**src/rtl/alu_pipe.sv**
```systemverilog
// Two-stage pipelined ALU with valid/ready handshakes on both sides.
// Optional registered status flags are enabled by defining ALU_PIPE_FLAGS_EN.
module alu_pipe #(
    parameter int N = 4
) (
    input  logic             clk,
    input  logic             reset,
    input  logic             in_valid,
    output logic             in_ready,
    input  logic [N-1:0]     inp1,
    input  logic [N-1:0]     inp2,
    input  logic [2:0]       op_code,
    output logic             out_valid,
    input  logic             out_ready,
    output logic [2*N-1:0]   outp,
    output logic             busy
`ifdef ALU_PIPE_FLAGS_EN
    ,
    output logic             flag_zero,
    output logic             flag_carry,
    output logic             flag_ovf
`endif
);

    // Shift counts at or above 2N flush every bit out of the result.
    localparam logic [N:0] LP_SHL_LIM = (N+1)'(2*N);

    logic             r_s1_v;
    logic [N-1:0]     r_a;
    logic [N-1:0]     r_b;
    logic [2:0]       r_op;
    logic             r_s2_v;
    logic [2*N-1:0]   r_outp;

    logic             w_s1_load;
    logic             w_s2_load;
    logic [N:0]       w_sum;
    logic [N:0]       w_diff;
    logic [2*N-1:0]   w_res;

    assign w_s2_load = r_s1_v && (!r_s2_v || out_ready);
    assign in_ready  = reset && (!r_s1_v || w_s2_load);
    assign w_s1_load = in_valid && in_ready;
    assign out_valid = r_s2_v;
    assign outp      = r_outp;
    assign busy      = r_s1_v || r_s2_v;

    assign w_sum  = {1'b0, r_a} + {1'b0, r_b};
    assign w_diff = {1'b0, r_a} - {1'b0, r_b};

    // Result datapath evaluated from the stage-1 registers.
    always_comb begin
        w_res = {(2*N){1'b0}};
        case (r_op)
            3'd0: w_res = {{(N-1){1'b0}}, w_sum};
            3'd1: w_res = {{(N-1){w_diff[N]}}, w_diff};
            3'd2: w_res = {{N{1'b0}}, r_a} * {{N{1'b0}}, r_b};
            3'd3: w_res = {{N{1'b0}}, r_a & r_b};
            3'd4: w_res = {{N{1'b0}}, r_a | r_b};
            3'd5: w_res = {{N{1'b0}}, r_a ^ r_b};
            3'd6: begin
                if ({1'b0, r_b} >= LP_SHL_LIM) begin
                    w_res = {(2*N){1'b0}};
                end else begin
                    w_res = {{N{1'b0}}, r_a} << r_b;
                end
            end
            3'd7: w_res = {{(2*N-3){1'b0}}, (r_a < r_b), (r_a == r_b), (r_a > r_b)};
            default: w_res = {(2*N){1'b0}};
        endcase
    end

`ifdef ALU_PIPE_FLAGS_EN
    logic r_zero;
    logic r_carry;
    logic r_ovf;
    logic w_carry;
    logic w_ovf;

    assign flag_zero  = r_zero;
    assign flag_carry = r_carry;
    assign flag_ovf   = r_ovf;

    // Carry/borrow and signed overflow apply only to ADD and SUB.
    always_comb begin
        w_carry = 1'b0;
        w_ovf   = 1'b0;
        case (r_op)
            3'd0: begin
                w_carry = w_sum[N];
                w_ovf   = (r_a[N-1] == r_b[N-1]) && (w_sum[N-1] != r_a[N-1]);
            end
            3'd1: begin
                w_carry = (r_a < r_b);
                w_ovf   = (r_a[N-1] != r_b[N-1]) && (w_diff[N-1] != r_a[N-1]);
            end
            default: begin
                w_carry = 1'b0;
                w_ovf   = 1'b0;
            end
        endcase
    end
`endif

    // Stage 1: operand capture and its valid bit.
    always_ff @(posedge clk or negedge reset) begin
        if (!reset) begin
            r_s1_v <= 1'b0;
            r_a    <= {N{1'b0}};
            r_b    <= {N{1'b0}};
            r_op   <= 3'd0;
        end else begin
            if (!r_s1_v || w_s2_load) begin
                r_s1_v <= w_s1_load;
            end
            if (w_s1_load) begin
                r_a  <= inp1;
                r_b  <= inp2;
                r_op <= op_code;
            end
        end
    end

    // Stage 2: result register; holds its value whenever nothing new advances.
    always_ff @(posedge clk or negedge reset) begin
        if (!reset) begin
            r_s2_v  <= 1'b0;
            r_outp  <= {(2*N){1'b0}};
`ifdef ALU_PIPE_FLAGS_EN
            r_zero  <= 1'b0;
            r_carry <= 1'b0;
            r_ovf   <= 1'b0;
`endif
        end else begin
            if (!r_s2_v || out_ready) begin
                r_s2_v <= r_s1_v;
            end
            if (w_s2_load) begin
                r_outp  <= w_res;
`ifdef ALU_PIPE_FLAGS_EN
                r_zero  <= (w_res == {(2*N){1'b0}});
                r_carry <= w_carry;
                r_ovf   <= w_ovf;
`endif
            end
        end
    end

endmodule
```
**config.mk**
```make
export PLATFORM = sky130hd
export DESIGN_NAME = alu_pipe
export DESIGN_NICKNAME = d
export VERILOG_FILES = /design/src/rtl/alu_pipe.sv
export SDC_FILE = /design/constraint.sdc
export NUM_CORES = 1
export LEC_CHECK = 0
export ABC_AREA = 1
export CORE_MARGIN = 1.5
export CORE_UTILIZATION = 51
export CTS_CLUSTER_DIAMETER = 60
export CTS_CLUSTER_SIZE = 14
export DETAILED_ROUTE_END_ITERATION = 10
export PLACE_DENSITY = 0.85
export SLEW_MARGIN = 40
export SYNTH_ARGS = -nofsm -noshare
export SYNTH_HDL_FRONTEND = slang
export SYNTH_SLANG_ARGS = --single-unit
export TNS_END_PERCENT = 50
```
**constraint.sdc**
```tcl
create_clock -name clk -period 2.9 [get_ports clk]
set_input_delay 0.725 -clock clk [delete_from_list [all_inputs] [get_ports clk]]
set_output_delay 0.725 -clock clk [all_outputs]
set_load 0.02 [all_outputs]
```
# Word-level counts from Yosys, hierarchy flattened
# Index checks and enable logic that the tools add are counted.
dict set report word_totals {
  register_bits 21
  inputBits 15
  output_inout_bits 11
  elab_cells 35
}
dict set report classes {
  add_sub_neg 2
  mul 1
  order_cmp 3
  n_eq_ne 8
  shifts 1
  muxes 2
  bitwise 3
  n_reduce_logical 9
}
# op n
set ops {}
lappend ops {{$pmux W8 S8} 1}
lappend ops {{$eq A3 B3 Y1 const B} 4}
lappend ops {{$mul A4 B4 Y8} 1}
lappend ops {{$mux W8} 1}
lappend ops {{$shl A4 B4 Y8} 1}
lappend ops {{$eq A3 B2 Y1 const B} 2}
lappend ops {{$add A4 B4 Y5} 1}
lappend ops {{$sub A4 B4 Y5} 1}
lappend ops {{$and A4 B4 Y4} 1}
lappend ops {{$eq A4 B4 Y1} 1}
lappend ops {{$ge A4 B4 Y1 const B} 1}
lappend ops {{$gt A4 B4 Y1} 1}
lappend ops {{$lt A4 B4 Y1} 1}
lappend ops {{$or A4 B4 Y4} 1}
lappend ops {{$xor A4 B4 Y4} 1}
lappend ops {{$eq A3 B1 Y1 const B} 1}
lappend ops {{$logic_and A1 B1 Y1} 3}
lappend ops {{$logic_not A3 Y1} 1}
lappend ops {{$logic_or A1 B1 Y1} 3}
lappend ops {{$logic_not A1 Y1} 2}

# Logic depth before layout (Yosys ltp)
dict set report depth {
  depth_word 6
  mapped_depth 15
}

# Worst setup path after synthesis
# Ideal clock, no wire load.
dict set report synth_timing {
  kind {reg-to-reg}
  start {register r_b[2]}
  end {register r_outp[4] (netlist: outp[4])}
  setup_ps 116
  arrival_ps 2646
  required_ps 2784
  setup_slack_ps 138
  path_stages_with_launch 12
  period_less_slack_ps 2762
  cell_sequence {dfrtp_1 -> buf_2 -> nand2_1 -> fa_1 -> inv_1 -> fa_1 -> fa_1 -> or2_2 -> nand3_1 -> nand4_1 -> nand2_1 -> nand2_1}
}
dict set report synth_between {
  elab_chain_cells 3
  elab_cells_between_ends 7
  classes_between {add/sub (2); mul (1); order compare (1); shift (1); mux (2)}
}
# item line_no
set synth_lines {}
lappend synth_lines {{start: declaration} 30} ;# logic [N-1:0] r_b;
lappend synth_lines {{start signal: assignment} 110} ;# r_b <= {N{1'b0}};
lappend synth_lines {{start signal: assignment} 118} ;# r_b <= inp2;
lappend synth_lines {{parallel branches: the longest is 2 deep, another holds $mul A4 B4 Y8} n/a}
lappend synth_lines {{$pmux W8 S8 *} 54} ;# case (r_op)
lappend synth_lines {{end signal: assignment} 128} ;# r_outp <= {(2*N){1'b0}};
lappend synth_lines {{end signal: assignment} 139} ;# r_outp <= w_res;
lappend synth_lines {{end: declaration} 33} ;# logic [2*N-1:0] r_outp;
# Mark *: on every way between the ends.
# A chain may end at the register's enable or synchronous reset.

# Worst setup path after layout
dict set report layout_timing {
  start {input port out_ready}
  end {output port in_ready}
}
dict set report layout_between {
  elab_chain_cells 4
}
# item line_no
set layout_lines {}
lappend layout_lines {{start: declaration} 14} ;# input logic out_ready,
lappend layout_lines {{$logic_or A1 B1 Y1} 41} ;# assign w_s2_load = r_s1_v && (!r_s2_v || out_ready);
lappend layout_lines {{$logic_and A1 B1 Y1} 41}
lappend layout_lines {{$logic_or A1 B1 Y1} 42} ;# assign in_ready = reset && (!r_s1_v || w_s2_load);
lappend layout_lines {{$logic_and A1 B1 Y1} 42}
lappend layout_lines {{end: declaration} 9} ;# output logic in_ready,
# No other way between the ends.

==> results summary <==
The run finished with clean final reports. The number of distinct library cell variants in the gate-level netlist after synthesis is 28. The CTS tree is done.

The most repeated library cell on the critical path is clkdlybuf4s50_1. The number of antenna-violating nets in the routed design is 0. The overall track demand over capacity in global routing is 0.2674. The worst path needs 2752 ps of the cycle, external delays included.

Yosys attributes the largest share of cell area to dfrtp_1 (24%), nand2_1 (17%), ha_1 (14%). The initial detailed-routing violation count is 150. The worst register-to-register path has a setup slack of ~170 ps. The instance count along the most critical hold path came out at 2. In this run the worst hold path is classified as reg -> reg. The leakage power is 1.401 nW. Averaged over all synthesized cells, the footprint is 6.748 sq um. The total area inside the core boundary comes to between 4000 and 5000 sq um. The worst path setup slack after routing came out at 147.6 ps. Once detailed placement completed, the half-perimeter wirelength came to roughly 4.3 mm. Dividing total power by cell area gives a power density of approximately 660 nW/um^2. The utilization after layout came out at 0.6327. The clock-pin slew of the registers on the worst-case setup and hold paths came out at 80 ps.

The critical path goes through clkdlybuf4s50_1 -> inv_1 -> nand3_1 -> nand2_1 -> inv_2 -> clkdlybuf4s50_1. The worst vdd rail ir drop is about 0.31 mV. The worst setup path is captured at an output port. The number of cells traversed by the worst register-to-register path is 10. 0 antenna diodes ended up in the layout. After detailed routing, the number of remaining DRC violations is 0. Once the clock tree was built, the setup fixing pass inserted 0 buffers. The synthesized instance count is approximately 320. The path with the worst hold slack has its endpoint at outp[4]$_DFFE_PN0P_. The fraction of the mapped netlist area in compound gates was 0.07865.

The startpoint identified for the worst register-to-register timing path is r_b[2]$_DFFE_PN0P_. The wire length per cell after detailed routing came out at 13.37 um. In the final layout, the share of cells above drive strength 1 is 0.1136. The final-report max-slew violation count came to 0. The clock skew is 3.911 ps. The net switching power came out at slightly above 0.8 mW. After synthesis, the largest family of logic cells by area is simple AND/OR/NAND/NOR gates.

The worst slew margin relative to its limit came out at 0.5683. The setup total negative slack came out at 0 ps. The number of buffers created by CTS came out at 3. In this design, the stage delay of the slowest critical-path cell is roughly 600 ps. The die height came out at 68.38 um. The worst register-to-register path ends at outp[4]$_DFFE_PN0P_. The maximum number of pins on one net before global-route repair came out at 24.

The standard cell with the maximum stage delay on the critical path is clkdlybuf4s50_1. The worst hold path begins at outp[4]$_DFFE_PN0P_. The fraction of power consumed by the clock network is 0.121. The summed instance area of the synthesized netlist came out at roughly 2200 sq um.

The first global-routing pass estimated 9.308 mm of wire. At the end of routability-driven placement, the weighted congestion stood at between 0.9 and 1. The fraction of the yosys area taken by sequential cells is 0.2411. The via count of the first global-routing pass came out at roughly 2,000.

Across the run, the number of max-cap violations was 0. The width of the chip is between 60 and 70 um. The critical path class is in -> out. The slew at the pin with the worst max-slew slack came out at ~650 ps. The number of nets in the final layout is about 400.

The count of vias placed by the detailed router came out at about 2,200. The cell internal power dissipation is 0.9001 mW. The cell type group with the largest total delay on the critical path is buffers and inverters. The post-synth net total is approximately 370. The number of antenna violations at the first check in global routing is 0. The adder-cell area share of the yosys netlist is 0.1986. Of all cell types, the one taking the most synthesized area is dfrtp_1. The tree is rooted in a clkbuf_8. The floorplan die area is 4675 sq um.

The critical path data arrival time came out at slightly above 2000 ps. The worst hold slack is 482.9 ps. The peak fanout along the critical path came out at 3. The top-level port count is 26. Of the total synthesized cell area, the portion taken by XOR and XNOR cells is 0.004018. Of the total power, combinational logic draws 0.629. The depth of the CTS H-tree came out at 1. For this design, the sink count on the clock tree is 21.

The library cell used most frequently in the layout, excluding fill and tap cells, is nand2_1. The share of the synthesized area in the top cell type is 0.2411. The net switching share of the total power is 0.4726. The mean number of vias per cell is 5.455. The area added between synthesis and finish is 17.80%. Once placement finished, the instance area stood at between 2000 and 3000 sq um. The maximum buffer depth of the clock tree came out at 2. The maximum clock rate came out at 0.3633 GHz.

The total overflow reported by the global router came out at 0. The initial core utilization is 0.5372. Setup repair after global routing left no endpoint under its margin. The number of storage elements in the synthesis netlist is 21. Setup violations remaining at the end of the flow were counted as 0. Of the post-synthesis cell area, the part taken by muxes is 0. The required time of the critical path is 2170 ps. The minimum setup slack after placement is ~150 ps.

The share of the clock period used by the worst path is 0.9491. The wire length after detailed routing came out at approximately 5.4 mm. The sequential group share of total power is 0.250. The clock latency on the worst-skew pair came out at about 270 ps. Buffers placed on the I/O ports in this run total 25.

After routing the design area is around 2600 sq um. The number of synthesis warnings came out at 0. The placement row count is 23.

The critical path buffer and inverter count is 4. The iteration count of the initial detailed-routing pass is 5. The simple-gate share of the synthesized area is 0.3726. The library cells used most frequently in the layout, excluding fill and tap cells, are nand2_1 (101), inv_1 (39), nor2_1 (31), clkdlybuf4s50_1 (25). The kind of launch point of the worst setup path is an input pin. The count of endpoints failing hold in the final timing report came out at 0.
## power groups by stage
stage | Combinational (mW) | Clock (mW) | Sequential [mW]
floorplan | 0.679 | 0 | 0.463
global placement | 0.992 | 0 | 0.428
detailed placement | 1.02 | 0 | 0.431
CTS | 1.02 | 0.203 | 0.425
global route | 1.23 | 0.218 | 0.437
finish | 1.07 | 0.207 | 0.426
## cell families (layout without fill, tap and decap cells)
logic type,Yosys count,count (layout)
XOR/XNOR,1,1
AO/OA/AOI/OAI,32,32
flip-flops,21,21
buffers and inverters,57,86
AND/OR/NAND/NOR,181,181
adder cells (fa/ha/maj),31,31
## final cells by class
class	count	area [sq um]
sequential	21	528.0
tap	50	62.56
timing repair buffer	33	310.3
fill	366	1490
clock buffer	4	45.04
inverter	49	183.9
multi-input combinational	245	1438
## worst min-delay path: cells and delay by family (launching register included)
| family | cells | cell delay (ps) |
|---|---|---|
| simple gates | 2 | 100 |
| flops | 1 | 350 |
## worst max-delay path by stage
stage / start / endpoint / slack, ps / depth (start not counted)
finish: out_ready / in_ready / 150 / 6
floorplan: r_b[2]$_DFFE_PN0P_ / outp[4]$_DFFE_PN0P_ / 140 / 11
CTS: out_ready / in_ready / 140 / 6
global route: r_b[1]$_DFFE_PN0P_ / outp[4]$_DFFE_PN0P_ / 30 / 10
global placement: out_ready / in_ready / 150 / 6
detailed placement: out_ready / in_ready / 150 / 6
## Yosys cell counts, drive strengths merged
master and n:
nor2 37, nor3b 1, nand3 25, or2 2
nand4 7, nor4 1, a21oi 26, xor2 1
o21ai 6, nand2 103, inv 49, nor3 3
dfrtp 21, nand3b 2, buf 8, fa 6
ha 25
## what timing repair did
| item | in CTS | in global routing |
|---|---|---|
| hold buffers | 0 | 0 |
| endpoints found under the setup margin | 0 | 4 |
| gates resized for setup | 0 | 3 |
## flip-flops by register name (all words and copies together), names as in the netlist
name       flops
outp           8
r_op           3
out_valid      1
r_s1_v         1
r_b            4
r_a            4
## per-stage QoR
step | power [mW] | instances
6_report | 1.707 | 402
3_5_place_dp | 1.447 | 398
3_3_place_gp | 1.420 | 398
2_1_floorplan | 1.143 | 323
5_1_grt | 1.886 | 402
4_1_cts | 1.652 | 402
## routing by layer
metal	vias up	global-route usage	wire, um
met5	-	0	0
met4	0	0.1050	154
met3	25	0.04441	436
met2	121	0.4430	2493
met1	976	0.3459	2290
li1	1071	-	-
No activity file was read; power rests on OpenSTA's default activity.
